[src/rtl/mem_arbiter.sv]
// Round-robin arbiter sharing one main-memory port between I$ and D$.
// One transaction at a time, with a watchdog abort and a release cycle.
module mem_arbiter #(
  parameter int ADDR_W  = 10,
  parameter int DATA_W  = 32,
  parameter int TIMEOUT = 255
) (
  input  logic              clk,
  input  logic              rst_n,
  input  logic              r0_read_i,
  input  logic              r0_write_i,
  input  logic [ADDR_W-1:0] r0_addr_i,
  input  logic [DATA_W-1:0] r0_wdata_i,
  output logic              r0_ready_o,
  input  logic              r1_read_i,
  input  logic              r1_write_i,
  input  logic [ADDR_W-1:0] r1_addr_i,
  input  logic [DATA_W-1:0] r1_wdata_i,
  output logic              r1_ready_o,
  output logic [DATA_W-1:0] rdata_o,
  output logic              mem_read_o,
  output logic              mem_write_o,
  output logic [ADDR_W-1:0] mem_addr_o,
  output logic [DATA_W-1:0] mem_wdata_o,
  input  logic [DATA_W-1:0] mem_rdata_i,
  input  logic              mem_ready_i,
  output logic [1:0]        grant_o,
  output logic              timeout_err_o
);

  typedef enum logic [1:0] {
    IDLE,
    SERVE,
    RELEASE
  } state_e;

  localparam logic [9:0] CNT_LAST = 10'(TIMEOUT - 1);

  state_e              state_q, state_d;
  logic [1:0]          grant_q, grant_d;
  logic                rd_q, rd_d;
  logic                wr_q, wr_d;
  logic [ADDR_W-1:0]   addr_q, addr_d;
  logic [DATA_W-1:0]   wdata_q, wdata_d;
  logic [9:0]          cnt_q, cnt_d;
  logic                last_q, last_d;
  logic                terr_q, terr_d;

  logic req0, req1, pick1, serving;

  assign req0    = r0_read_i | r0_write_i;
  assign req1    = r1_read_i | r1_write_i;
  // On a tie, the requester not served last wins.
  assign pick1   = req1 & (~req0 | ~last_q);
  assign serving = (state_q == SERVE);

  always_comb begin
    state_d = state_q;
    grant_d = grant_q;
    rd_d    = rd_q;
    wr_d    = wr_q;
    addr_d  = addr_q;
    wdata_d = wdata_q;
    cnt_d   = cnt_q;
    last_d  = last_q;
    terr_d  = terr_q;
    unique case (state_q)
      IDLE: begin
        if (req0 | req1) begin
          grant_d = pick1 ? 2'b10 : 2'b01;
          wr_d    = pick1 ? r1_write_i : r0_write_i;
          rd_d    = ~wr_d;
          addr_d  = pick1 ? r1_addr_i : r0_addr_i;
          wdata_d = pick1 ? r1_wdata_i : r0_wdata_i;
          cnt_d   = '0;
          state_d = SERVE;
        end
      end
      SERVE: begin
        if (mem_ready_i || cnt_q == CNT_LAST) begin
          last_d  = grant_q[1];
          rd_d    = 1'b0;
          wr_d    = 1'b0;
          grant_d = 2'b00;
          state_d = RELEASE;
          if (!mem_ready_i) terr_d = 1'b1;
        end else if (cnt_q != 10'h3FF) begin
          cnt_d = cnt_q + 10'd1;
        end
      end
      RELEASE: state_d = IDLE;
      default: state_d = IDLE;
    endcase
  end

  always_ff @(posedge clk) begin
    if (!rst_n) begin
      state_q <= IDLE;
      grant_q <= 2'b00;
      rd_q    <= 1'b0;
      wr_q    <= 1'b0;
      addr_q  <= '0;
      wdata_q <= '0;
      cnt_q   <= '0;
      last_q  <= 1'b1;
      terr_q  <= 1'b0;
    end else begin
      state_q <= state_d;
      grant_q <= grant_d;
      rd_q    <= rd_d;
      wr_q    <= wr_d;
      addr_q  <= addr_d;
      wdata_q <= wdata_d;
      cnt_q   <= cnt_d;
      last_q  <= last_d;
      terr_q  <= terr_d;
    end
  end

  assign r0_ready_o    = serving & mem_ready_i & grant_q[0];
  assign r1_ready_o    = serving & mem_ready_i & grant_q[1];
  assign rdata_o       = mem_rdata_i;
  assign mem_read_o    = rd_q;
  assign mem_write_o   = wr_q;
  assign mem_addr_o    = addr_q;
  assign mem_wdata_o   = wdata_q;
  assign grant_o       = grant_q;
  assign timeout_err_o = terr_q;

endmodule

[config.mk]
export PLATFORM = sky130hd
export DESIGN_NAME = mem_arbiter
export DESIGN_NICKNAME = d
export VERILOG_FILES = /design/src/rtl/mem_arbiter.sv
export SDC_FILE = /design/constraint.sdc
export NUM_CORES = 1
export LEC_CHECK = 0
export BUFFER_PORTS_ARGS = -buffer_cell sky130_fd_sc_hd__buf_2
export CAP_MARGIN = 20
export CORE_MARGIN = 2
export CORE_UTILIZATION = 38
export DETAILED_ROUTE_END_ITERATION = 7
export PLACE_DENSITY = 0.73
export SLEW_MARGIN = 5
export SYNTH_ARGS = -nofsm -noshare
export SYNTH_HDL_FRONTEND = slang
export SYNTH_SLANG_ARGS = --single-unit
[constraint.sdc]
create_clock -name clk -period 5.05 [get_ports clk]
set_clock_uncertainty 0.15 [all_clocks]
set_input_delay 0.7575 -clock clk [delete_from_list [all_inputs] [get_ports clk]]
set_output_delay 0.7575 -clock clk [all_outputs]
set_load 0.05 [all_outputs]
# After elaboration in Yosys (flattened, before gate mapping)
# Index checks and enable logic that the tools add are counted.
# op_classes
add_sub_neg,1
n_eq_ne,7
muxes,19
bitwise_logic,12
reduce_logical,9
# ops
cell,count
two-way mux 10 bit,4
two-way mux 32 bit,1
one-hot mux 10 bit (2 select lines),1
adder 10 x 1 -> 10 bit (second input constant),1
== test 10 x 8 -> 1 bit (second input constant),1
two-way mux 2 bit,5
!= test 10 bit (second input constant),1
one-hot mux 2 bit (2 select lines),2
AND reduction 2 bit,3
AND reduction 3 bit,2
AND 1 bit,4
two-way mux 1 bit,4
!= test 2 x 1 -> 1 bit (second input constant),2
!= test 2 bit (second input constant),2
inverter 1 bit,4
bitwise OR 1 bit,4
one-hot mux 1 bit (2 select lines),2
AND reduction 4 bit,1
== test 2 x 1 -> 1 bit (second input constant),1
zero test 2 bit,1
nonzero test 2 bit,1
logical OR 1 bit,1
# totals
regBits,60
inputBits,123
out_inout_bits,81
elab_cells,57

# Depth between registers and ports, before layout
# logic_depth
depth_word,8
mapped_depth,8
depth_no_buf,7

# Least setup slack after synthesis
# No wires, ideal clock.
# synth_path
path_kind,input-to-output
from,in mem_ready_i
to,out r0_ready_o
arrival_time_ns,1.201
required_ns,4.143
slack_ns,2.941
cell_stages,1
path_buffers,0
cell_sequence,and3_1
# synth_via
elab_chain_cells,2
# synth_lines
element,line,source
from (decl),26,"input logic mem_ready_i,"
AND 1 bit (2 in series),120,assign r0_ready_o = serving & mem_ready_i & grant_q[0];
to (decl),14,"output logic r0_ready_o,"
# No other way between the ends.

# Worst setup path in the final report
# layout_path
from,reg state_q[1]
to,out r1_ready_o
# layout_via
elab_chain_cells,3
# layout_lines
element,line,source
from (decl),39,"state_e state_q, state_d;"
from (signal assigned),108,state_q <= state_d;
== test 2 x 1 -> 1 bit,55,assign serving = (state_q == SERVE);
AND 1 bit (2 in series),121,assign r1_ready_o = serving & mem_ready_i & grant_q[1];
to (decl),19,"output logic r1_ready_o,"
# No other way between the ends.

==> out/results.ini <==
[status]
status=finished, final reports clean

[timing]
rsz0062_at_grt=false
fin_crit_sh_pct=46.08
timing.hold.ws_ps=311.8
slew_headroom_pct=32.61
finalCriticalPeriod_ps=2327
hold_viol=0
finalSetupViolCount=0
drv_slew=0
worst_slack_ps=2723
totalNegativeSetupSlack_ps=0
tightestPinTransition_ps=1011
timing.fmax_ghz=0.4297

[die]
start_util_pct=38.98
die_x_um=92.80
die-area_sq_um=8612
rows=32
core_sq_um=7687
die_y_um=92.80
io_pins=204

[power_and_ir_drop]
peakVddDrop_mv=0.1737
p_leak_nw=1.868
powerDensity_nw_per_um2=372.4
total_power_mw=1.389

[setup_path]
r2r_cells=6
critical_path_class=register to output port
critical_path.cell_chain=and2b_2 > and3_1 > buf_2
required_ps=4140
worstSetupStartpointType=register
cp.arrival_ps=1420
cpMaxStageDelayCell=dfxtp_1
cp_max_fo=7
slowest_delay_ps=410
endpoint_kind=output port

[route]
drt_iter0_drc=111
wirelength_um=7411
vias=2747
drc=0
wl_per_cell_um=13.62
via_per_inst=5.050
ant_nets=0
firstDrtPassIters=4

[finish]
area_delta_synth_final_pct=24.43
final_core_util_pct=48.50
most-common-layout-cells=buf_2 (139), nor2_1 (61), dfxtp_1 (60)
final_area_sq_um=3729
nFillCells=744
antenna_cells=0
nets=562
final_common_cell=buf_2
final_layout_size_suffix_gt1_share_pct=37.56
fin_cells=544

[grt]
first_global_vias=2520
antenna_found_initial=0
gr-usage-all-layers_pct=16.91
grt_max_degree=59
grt_pass1_wl_um=11560
grt.overflow.total=0

[clock_network]
path_clk_slew_ps=70
clk_latency_ps=330
postCtsResizedCells=0
cts.sinks=60
cts_setup_buffers=0
max-clock-path-buffers=2
postCtsHoldBufs=0
cts_buffers=9
cts_root_buf=clkbuf_8
cts_tree=built
htreeDepth=3

[logic_synthesis]
synth_area_sq_um=2997
ys_top_cells_by_area=dfxtp_1 (40%), mux2i_1 (14%), a211oi_1 (11%)
postSynthAreaPerCell_sq_um=8.866
synth.distinct_cells=39
yosysWarnings=0
synth_top_area_cell=dfxtp_1
syn_inst=338
synth_top_area_share_pct=40.08
synth_edf_count=0
synth_ff_type=dfxtp_1
ys_async_sr_fraction_pct=0
ys_seq_area_share_pct=40.08
synth-seq-cells=60
syn_nets=463

[place]
port_buffers=139
dp_hpwl_um=5216
place_congestion=0.8787
dp.cells=528
dpl-instance-area_sq_um=3526
pre_cts_ws_ps=2586

[flow_run]
cap_violations=0

[min_path]
hold_class=register to register
min_path_cells=1

==> where the power goes <==
group | switching, mW | leakage [nW] | internal (mW)
combinational | 0.285 | 1.27 | 0.122
clock | 0.181 | 0.102 | 0.253
sequential | 0.0254 | 0.496 | 0.521
total | 0.492 | 1.87 | 0.896
==> critical path: cells and delay by family (launching register included) <==
family,cells,cell delay (ps)
buf+inv,1,200
simple gates,2,480
flops,1,410
==> registers in the layout, indices dropped and copies added, names as in the netlist <==
register,flops
grant_o,2
cnt_q,10
mem_write_o,1
mem_wdata_o,32
mem_addr_o,10
mem_read_o,1
state_q,2
timeout_err_o,1
last_q,1
==> synth_stat cells (3+ instances only) <==
library cell and instances:
nand3b_1 3, nand3_1 6, clkbuf_1 11, mux2i_1 43
nor2_1 61, dfxtp_1 60, a21oi_1 9, nand4_1 3
nor3_1 3, o21ai_1 3, o21ai_0 6, inv_1 4
a211oi_1 44, buf_1 3, buf_2 8, buf_4 32
nand2_1 8, or3_1 3
==> per-layer routing <==
layer	up-vias	track usage [%]	share of wire [%]
li1	1373	-	-
met1	1228	18.74	42
met2	117	27.90	46
met3	29	5.533	8.6
met4	0	10.54	3.5
met5	-	0	0
==> path summary, 6_finish.rpt <==
path                                    from                          to  slack (ps)
setup / recovery     state_q[1]$_SDFFE_PN0P_                  r1_ready_o        2720
hold / removal    timeout_err_o$_SDFFE_PN0P_  timeout_err_o$_SDFFE_PN0P_         310
setup reg to reg       cnt_q[1]$_SDFFE_PN0P_       cnt_q[7]$_SDFFE_PN0P_        2770
hold reg to reg   timeout_err_o$_SDFFE_PN0P_  timeout_err_o$_SDFFE_PN0P_         310
==> kinds of logic after synthesis <==
logic type | after synthesis | synth area share [%]
AND/OR/NAND/NOR | 101 | 15.49
multiplexers | 43 | 14.36
AO/OA/AOI/OAI | 74 | 17.62
adder cells (fa/ha/maj) | 2 | 0.8349
flip-flops | 60 | 40.08
buffers and inverters | 58 | 11.61
==> final cells by class <==
class,count,area (sq um),share of cell area [%]
clock buffers,12,155.1,4.161
clock inverters,4,47.55,1.275
inverters,4,15.01,0.4027
multi-input cells,220,1464,39.26
flip-flops and latches,60,1201,32.21
well taps,102,127.6,3.423
repair buffers,142,718.2,19.26
Note: power is estimated with default switching activity, not from simulation.
